$ cat config.mk
export PLATFORM = sky130hd
export DESIGN_NAME = serial_to_parallel_4bit
export DESIGN_NICKNAME = d
export VERILOG_FILES = /design/src/rtl/s2p_pkg.sv /design/src/rtl/s2p_bit_counter.sv /design/src/rtl/serial_to_parallel_4bit.sv
export SDC_FILE = /design/constraint.sdc
export NUM_CORES = 1
export LEC_CHECK = 0
export ABC_AREA = 1
export BUFFER_PORTS_ARGS = -buffer_cell sky130_fd_sc_hd__clkbuf_2
export CAP_MARGIN = 25
export CORE_AREA = 2 2 39 41
export DETAILED_ROUTE_END_ITERATION = 12
export DIE_AREA = 0 0 41 43
export GPL_TIMING_DRIVEN = 1
export PLACE_DENSITY = 0.73
export SYNTH_ARGS = -nofsm -noshare
export SYNTH_HDL_FRONTEND = slang
export SYNTH_SLANG_ARGS = --single-unit
$ cat constraint.sdc
create_clock -name clk -period 1.75 [get_ports clk]
set_clock_uncertainty 0.2 [all_clocks]
set_input_delay 0.35 -clock clk [delete_from_list [all_inputs] [get_ports clk]]
set_output_delay 0.35 -clock clk [all_outputs]
set_load 0.005 [all_outputs]
$ cat src/rtl/s2p_pkg.sv
// Shared types and helpers for the serial-to-parallel deserializer.
// Holds the FSM state enum, default word width and parity helper.
package s2p_pkg;

   typedef enum logic {
      S_IDLE,
      S_SHIFT
   } s2p_state_e;

   localparam int S2P_DEF_WIDTH = 4;
   localparam int S2P_MAX_WIDTH = 32;

   // Zero-extended input: padding bits do not alter the parity.
   function automatic logic even_parity(
      input logic [S2P_MAX_WIDTH-1:0] word
   );
      return ^word;
   endfunction

endpackage

$ cat src/rtl/s2p_bit_counter.sv
// Loadable saturating up-counter with clear, load-1 and a
// terminal-count flag that is high when the next bit ends the frame.
module s2p_bit_counter #(
   parameter int CW   = 3,
   parameter int TERM = 4
) (
   input  logic clk,
   input  logic rst,
   input  logic clr,
   input  logic load1,
   input  logic inc,
   output logic last
);

   logic [CW-1:0] count_q;
   logic [CW-1:0] count_d;

   // Clear wins over load-1, load-1 over increment; never wraps.
   always_comb begin
      count_d = count_q;
      if (clr) begin
         count_d = '0;
      end else if (load1) begin
         count_d = CW'(1);
      end else if (inc && (count_q != '1)) begin
         count_d = count_q + CW'(1);
      end
   end

   // Counter register.
   always_ff @(posedge clk or posedge rst) begin
      if (rst) begin
         count_q <= '0;
      end else begin
         count_q <= count_d;
      end
   end

   assign last = (count_q == CW'(TERM - 1));

endmodule

$ cat src/rtl/serial_to_parallel_4bit.sv
// Framed serial-to-parallel deserializer with abort detection.
// Define SERIAL_TO_PARALLEL_PARITY_EN for a trailing even-parity bit.
module serial_to_parallel_4bit
   import s2p_pkg::*;
#(
   parameter int WIDTH     = S2P_DEF_WIDTH,
   parameter int MSB_FIRST = 1
) (
   input  logic             clk,
   input  logic             rst,
   input  logic             serial_in,
   input  logic             bit_valid,
   input  logic             frame_start,
   output logic [WIDTH-1:0] data_out,
   output logic             word_valid,
   output logic             busy,
   output logic             frame_err,
   output logic             parity_err
);

`ifdef SERIAL_TO_PARALLEL_PARITY_EN
   localparam int FRAME_LEN = WIDTH + 1;
`else
   localparam int FRAME_LEN = WIDTH;
`endif
   localparam int CW = $clog2(WIDTH + 2);

   s2p_state_e       state_q;
   s2p_state_e       state_d;
   logic [WIDTH-1:0] shift_q;
   logic [WIDTH-1:0] shift_d;
   logic [WIDTH-1:0] data_q;
   logic [WIDTH-1:0] data_d;
   logic             word_valid_q;
   logic             word_valid_d;
   logic             frame_err_q;
   logic             frame_err_d;
`ifdef SERIAL_TO_PARALLEL_PARITY_EN
   logic             parity_err_q;
   logic             parity_err_d;
   logic [S2P_MAX_WIDTH-1:0] par_word;
   logic             par_ok;
`endif

   logic cnt_clr;
   logic cnt_load1;
   logic cnt_inc;
   logic cnt_last;

   logic start;
   logic done;
   logic data_bit;
   logic [WIDTH-1:0] shifted;
   logic [WIDTH-1:0] fresh;

   function automatic logic [WIDTH-1:0] shift_in(
      input logic [WIDTH-1:0] base,
      input logic             b
   );
      if (MSB_FIRST != 0) begin
         return {base[WIDTH-2:0], b};
      end else begin
         return {b, base[WIDTH-1:1]};
      end
   endfunction

   s2p_bit_counter #(
      .CW   (CW),
      .TERM (FRAME_LEN)
   ) u_cnt (
      .clk   (clk),
      .rst   (rst),
      .clr   (cnt_clr),
      .load1 (cnt_load1),
      .inc   (cnt_inc),
      .last  (cnt_last)
   );

   assign start    = bit_valid & frame_start;
   assign done     = bit_valid & ~frame_start & cnt_last;
   assign data_bit = bit_valid & ~frame_start & ~cnt_last;
   assign shifted  = shift_in(shift_q, serial_in);
   assign fresh    = shift_in('0, serial_in);

`ifdef SERIAL_TO_PARALLEL_PARITY_EN
   // Parity over the held data bits plus the incoming parity bit.
   always_comb begin
      par_word             = '0;
      par_word[WIDTH-1:0]  = shift_q;
      par_ok = ~(even_parity(par_word) ^ serial_in);
   end
`endif

   // State and datapath registers.
   always_ff @(posedge clk or posedge rst) begin
      if (rst) begin
         state_q      <= S_IDLE;
         shift_q      <= '0;
         data_q       <= '0;
         word_valid_q <= 1'b0;
         frame_err_q  <= 1'b0;
`ifdef SERIAL_TO_PARALLEL_PARITY_EN
         parity_err_q <= 1'b0;
`endif
      end else begin
         state_q      <= state_d;
         shift_q      <= shift_d;
         data_q       <= data_d;
         word_valid_q <= word_valid_d;
         frame_err_q  <= frame_err_d;
`ifdef SERIAL_TO_PARALLEL_PARITY_EN
         parity_err_q <= parity_err_d;
`endif
      end
   end

   // Next state: enter SHIFT on a frame start, leave on the last bit.
   always_comb begin
      state_d = state_q;
      unique case (state_q)
         S_IDLE: begin
            if (start) begin
               state_d = S_SHIFT;
            end
         end
         S_SHIFT: begin
            if (done) begin
               state_d = S_IDLE;
            end
         end
         default: state_d = S_IDLE;
      endcase
   end

   // Datapath, counter control and strobes for the current bit.
   always_comb begin
      shift_d      = shift_q;
      data_d       = data_q;
      word_valid_d = 1'b0;
      frame_err_d  = 1'b0;
`ifdef SERIAL_TO_PARALLEL_PARITY_EN
      parity_err_d = 1'b0;
`endif
      cnt_clr      = 1'b0;
      cnt_load1    = 1'b0;
      cnt_inc      = 1'b0;
      unique case (state_q)
         S_IDLE: begin
            if (start) begin
               shift_d   = fresh;
               cnt_load1 = 1'b1;
            end
         end
         S_SHIFT: begin
            unique case (1'b1)
               start: begin
                  frame_err_d = 1'b1;
                  shift_d     = fresh;
                  cnt_load1   = 1'b1;
               end
               done: begin
                  cnt_clr = 1'b1;
`ifdef SERIAL_TO_PARALLEL_PARITY_EN
                  if (par_ok) begin
                     data_d       = shift_q;
                     word_valid_d = 1'b1;
                  end else begin
                     parity_err_d = 1'b1;
                  end
`else
                  data_d       = shifted;
                  word_valid_d = 1'b1;
`endif
               end
               data_bit: begin
                  shift_d = shifted;
                  cnt_inc = 1'b1;
               end
               default: begin
               end
            endcase
         end
         default: begin
         end
      endcase
   end

   assign data_out   = data_q;
   assign word_valid = word_valid_q;
   assign frame_err  = frame_err_q;
   assign busy       = (state_q == S_SHIFT);
`ifdef SERIAL_TO_PARALLEL_PARITY_EN
   assign parity_err = parity_err_q;
`else
   assign parity_err = 1'b0;
`endif

endmodule
==> flow_metrics.tcl <==
set metrics [dict create \
    synth_edf_count 0 \
    coreArea_sq_um 1380 \
    crit_chain "ha_1 > ha_1 > nor2_2 > nand3_1 > nand3_1 > nand2_1" \
    antenna_left 0 \
    drt_iter0_drc 24 \
    hold_slack_ns 0.129 \
    cp_data_required_time_ns 1.71 \
    yosys.area.top_type "dfrtp_1" \
    p_sw_mw 0.313 \
    pwr-share-comb 0.311 \
    grt_pass1_vias 452 \
    rsz0062_at_grt "false" \
    chipHeight_microns 43 \
    netlist_area_sq_um 607 \
    switching_share 0.337 \
    hpwl_microns 790 \
    fill_cells 126 \
    power_leakage_nw 0.405 \
    p_seq_frac 0.494 \
    max_freq_mhz 611 \
    grt_max_degree 14 \
    power_density_nw_per_um2 1310 \
    max_cap_viol_count 0 \
    synth-seq-cells 13 \
    ys_top_cells_by_area "dfrtp_1, nand2_1, ha_1, nand3_1, inv_1" \
    firstDrtPassIters 4 \
    synth_nets 78 \
    critPathMaxFanout 4 \
    path_class "reg -> reg" \
    seq_area_sq_um 325 \
    synthDistinctLibCells 19 \
    pwr-share-clk 0.195 \
    cts_sinks 13 \
    wl_mm 1.04 \
    path_clk_slew_ns 0.08 \
    die_x_microns 41 \
    die_area_sq_um 1760 \
    grt_overflow_total 0 \
    io_buffers 11 \
    diodes 0 \
    gp_congestion 0.767 \
    numCtsBuffers 3 \
    power.internal_mw 0.615 \
    clock_path_buffers 2 \
    endpoint_kind "flop" \
    synth_most_common_cell "nand2_1" \
    clk_latency_ns 0.27 \
    hold_viol 0 \
    total_power_mw 0.928 \
    dp_cells 96 \
    cp-start-kind "flop" \
    cts_setup_buffers 0 \
    syn_inst 70 \
    placementRows 14 \
    cts_root_buf "clkbuf_4" \
    io_pins 13 \
    hold_class "in -> reg" \
    cts_tree "done" \
    area_growth_pct 17.1 \
    drv_slew 0 \
    cpMaxStageDelayCell "dfrtp_1" \
    synth_top_area_frac 0.536 \
    multiInputGateArea_sq_um 240 \
    stdcell_count 101 \
    yosys_most_used_dff "dfrtp_1" \
    synth_warnings 0 \
    grtUsageTotal 0.148 \
    nets 94 \
    synth_common_cells "nand2_1, dfrtp_1, inv_1" \
    status "complete, no violations" \
    setup_viol 0 \
    vias 478 \
    drive_gt1_frac 0.235 \
    period_needed_ns 1.64 \
    cp_slowest_stage_delay_ns 0.40 \
    worstPathArrival_ns 1.60 \
    drcViolationCount 0 \
    wl_per_cell_microns 10.3 \
    fin_tns_setup_ns 0 \
    syn_area_per_cell_sq_um 8.67 \
    fin_crit_sh 0.935 \
    ir_worst_vdd_v 0.000617 \
    grt_pass1_wl_mm 1.75 \
    synthArstFlopShare 1.00 \
    antenna_found_initial 0 \
    via_per_inst 4.73 \
    initial_utilization 0.439 \
    h-tree-depth 1 \
    yosysSeqAreaShare 0.536 \
]
state kept, by name, summed over array words and instances (netlist names):
signal,cells
busy,1
data_out,4
frame_err,1
shift_q,3
u_cnt.count_q,3
word_valid,1
worst max-delay path: cells and delay by family (launching register included):
| kind | cells | cell delay [ns] |
|---|---|---|
| fa+ha+maj | 2 | 0.43 |
| flops | 1 | 0.40 |
| simple gates | 4 | 0.50 |
routing by layer:
layer | track usage | routed length [microns]
met2 | 0.222 | 504
met5 | 0 | 0
met3 | 0.0471 | 55
met4 | 0.0800 | 20
met1 | 0.178 | 456
cell type report:
class | count | share of cell area
tap | 16 | 0.0282
sequential | 13 | 0.458
timing repair buffer | 12 | 0.0915
clock buffer | 4 | 0.0370
inverter | 9 | 0.0475
multi-input combinational | 47 | 0.338
power by group through the flow:
stage	Sequential [mW]	Combinational, mW	Clock [mW]
finish	0.459	0.289	0.181
global route	0.473	0.337	0.203
CTS	0.458	0.294	0.186
detailed placement	0.463	0.290	0
global placement	0.460	0.281	0
floorplan	0.459	0.190	0
through the flow:
stage | util | setup slack [ns] | area (sq um)
after global routing | 0.514 | 0.00798 | 711
final | 0.514 | 0.115 | 711
after detailed placement | 0.487 | 0.150 | 674
after floorplan | - | 0.248 | 607
after global placement | 0.487 | 0.178 | 674
after CTS | 0.514 | 0.120 | 711
repair_timing:
item / CTS / global route
resized for setup: 0 / 0
hold buffers: 1 / 0
endpoints found under the hold margin: 13 / 0
setup endpoints to repair: 0 / 0
placed cells by master, fill, tap and decap left out:
cell type,count
inv_1,6
dlygate4sd3_1,1
dfrtp_1,13
and2_1,1
nor2_2,2
o21ai_1,1
clkbuf_4,3
nand2_1,26
nor2_4,1
o21ai_2,1
nand3b_1,1
a21oi_1,1
inv_2,2
nor2_1,2
a21o_1,1
ha_1,3
conb_1,1
nand3_1,5
o21ai_0,1
clkinv_1,1
clkbuf_2,11
clkbuf_1,1
worst paths after layout:
path / from / end / slack (ns) / depth (start not counted)
worst max-delay path: u_cnt.count_q[0]$_DFFE_PP0P_ / u_cnt.count_q[1]$_DFFE_PP0P_ / 0.11 / 6
worst min-delay path: serial_in / data_out[0]$_DFFE_PP0P_ / 0.13 / 3
worst max register to register: u_cnt.count_q[0]$_DFFE_PP0P_ / u_cnt.count_q[1]$_DFFE_PP0P_ / 0.11 / 6
worst min register to register: data_out[2]$_DFFE_PP0P_ / data_out[2]$_DFFE_PP0P_ / 0.27 / 2
max in group asynchronous: rst / u_cnt.count_q[0]$_DFFE_PP0P_ / 0.60 / 3
min in group asynchronous: rst / u_cnt.count_q[2]$_DFFE_PP0P_ / 0.43 / 3
logic make-up after synthesis:
group	count (synthesis)	synth area share
compound gates	5	0.0515
fa+ha+maj	3	0.0619
buf+inv	10	0.0680
flops	13	0.536
other cells	1	0.00618
simple gates	38	0.276
Note: power is estimated with default switching activity, not from simulation.
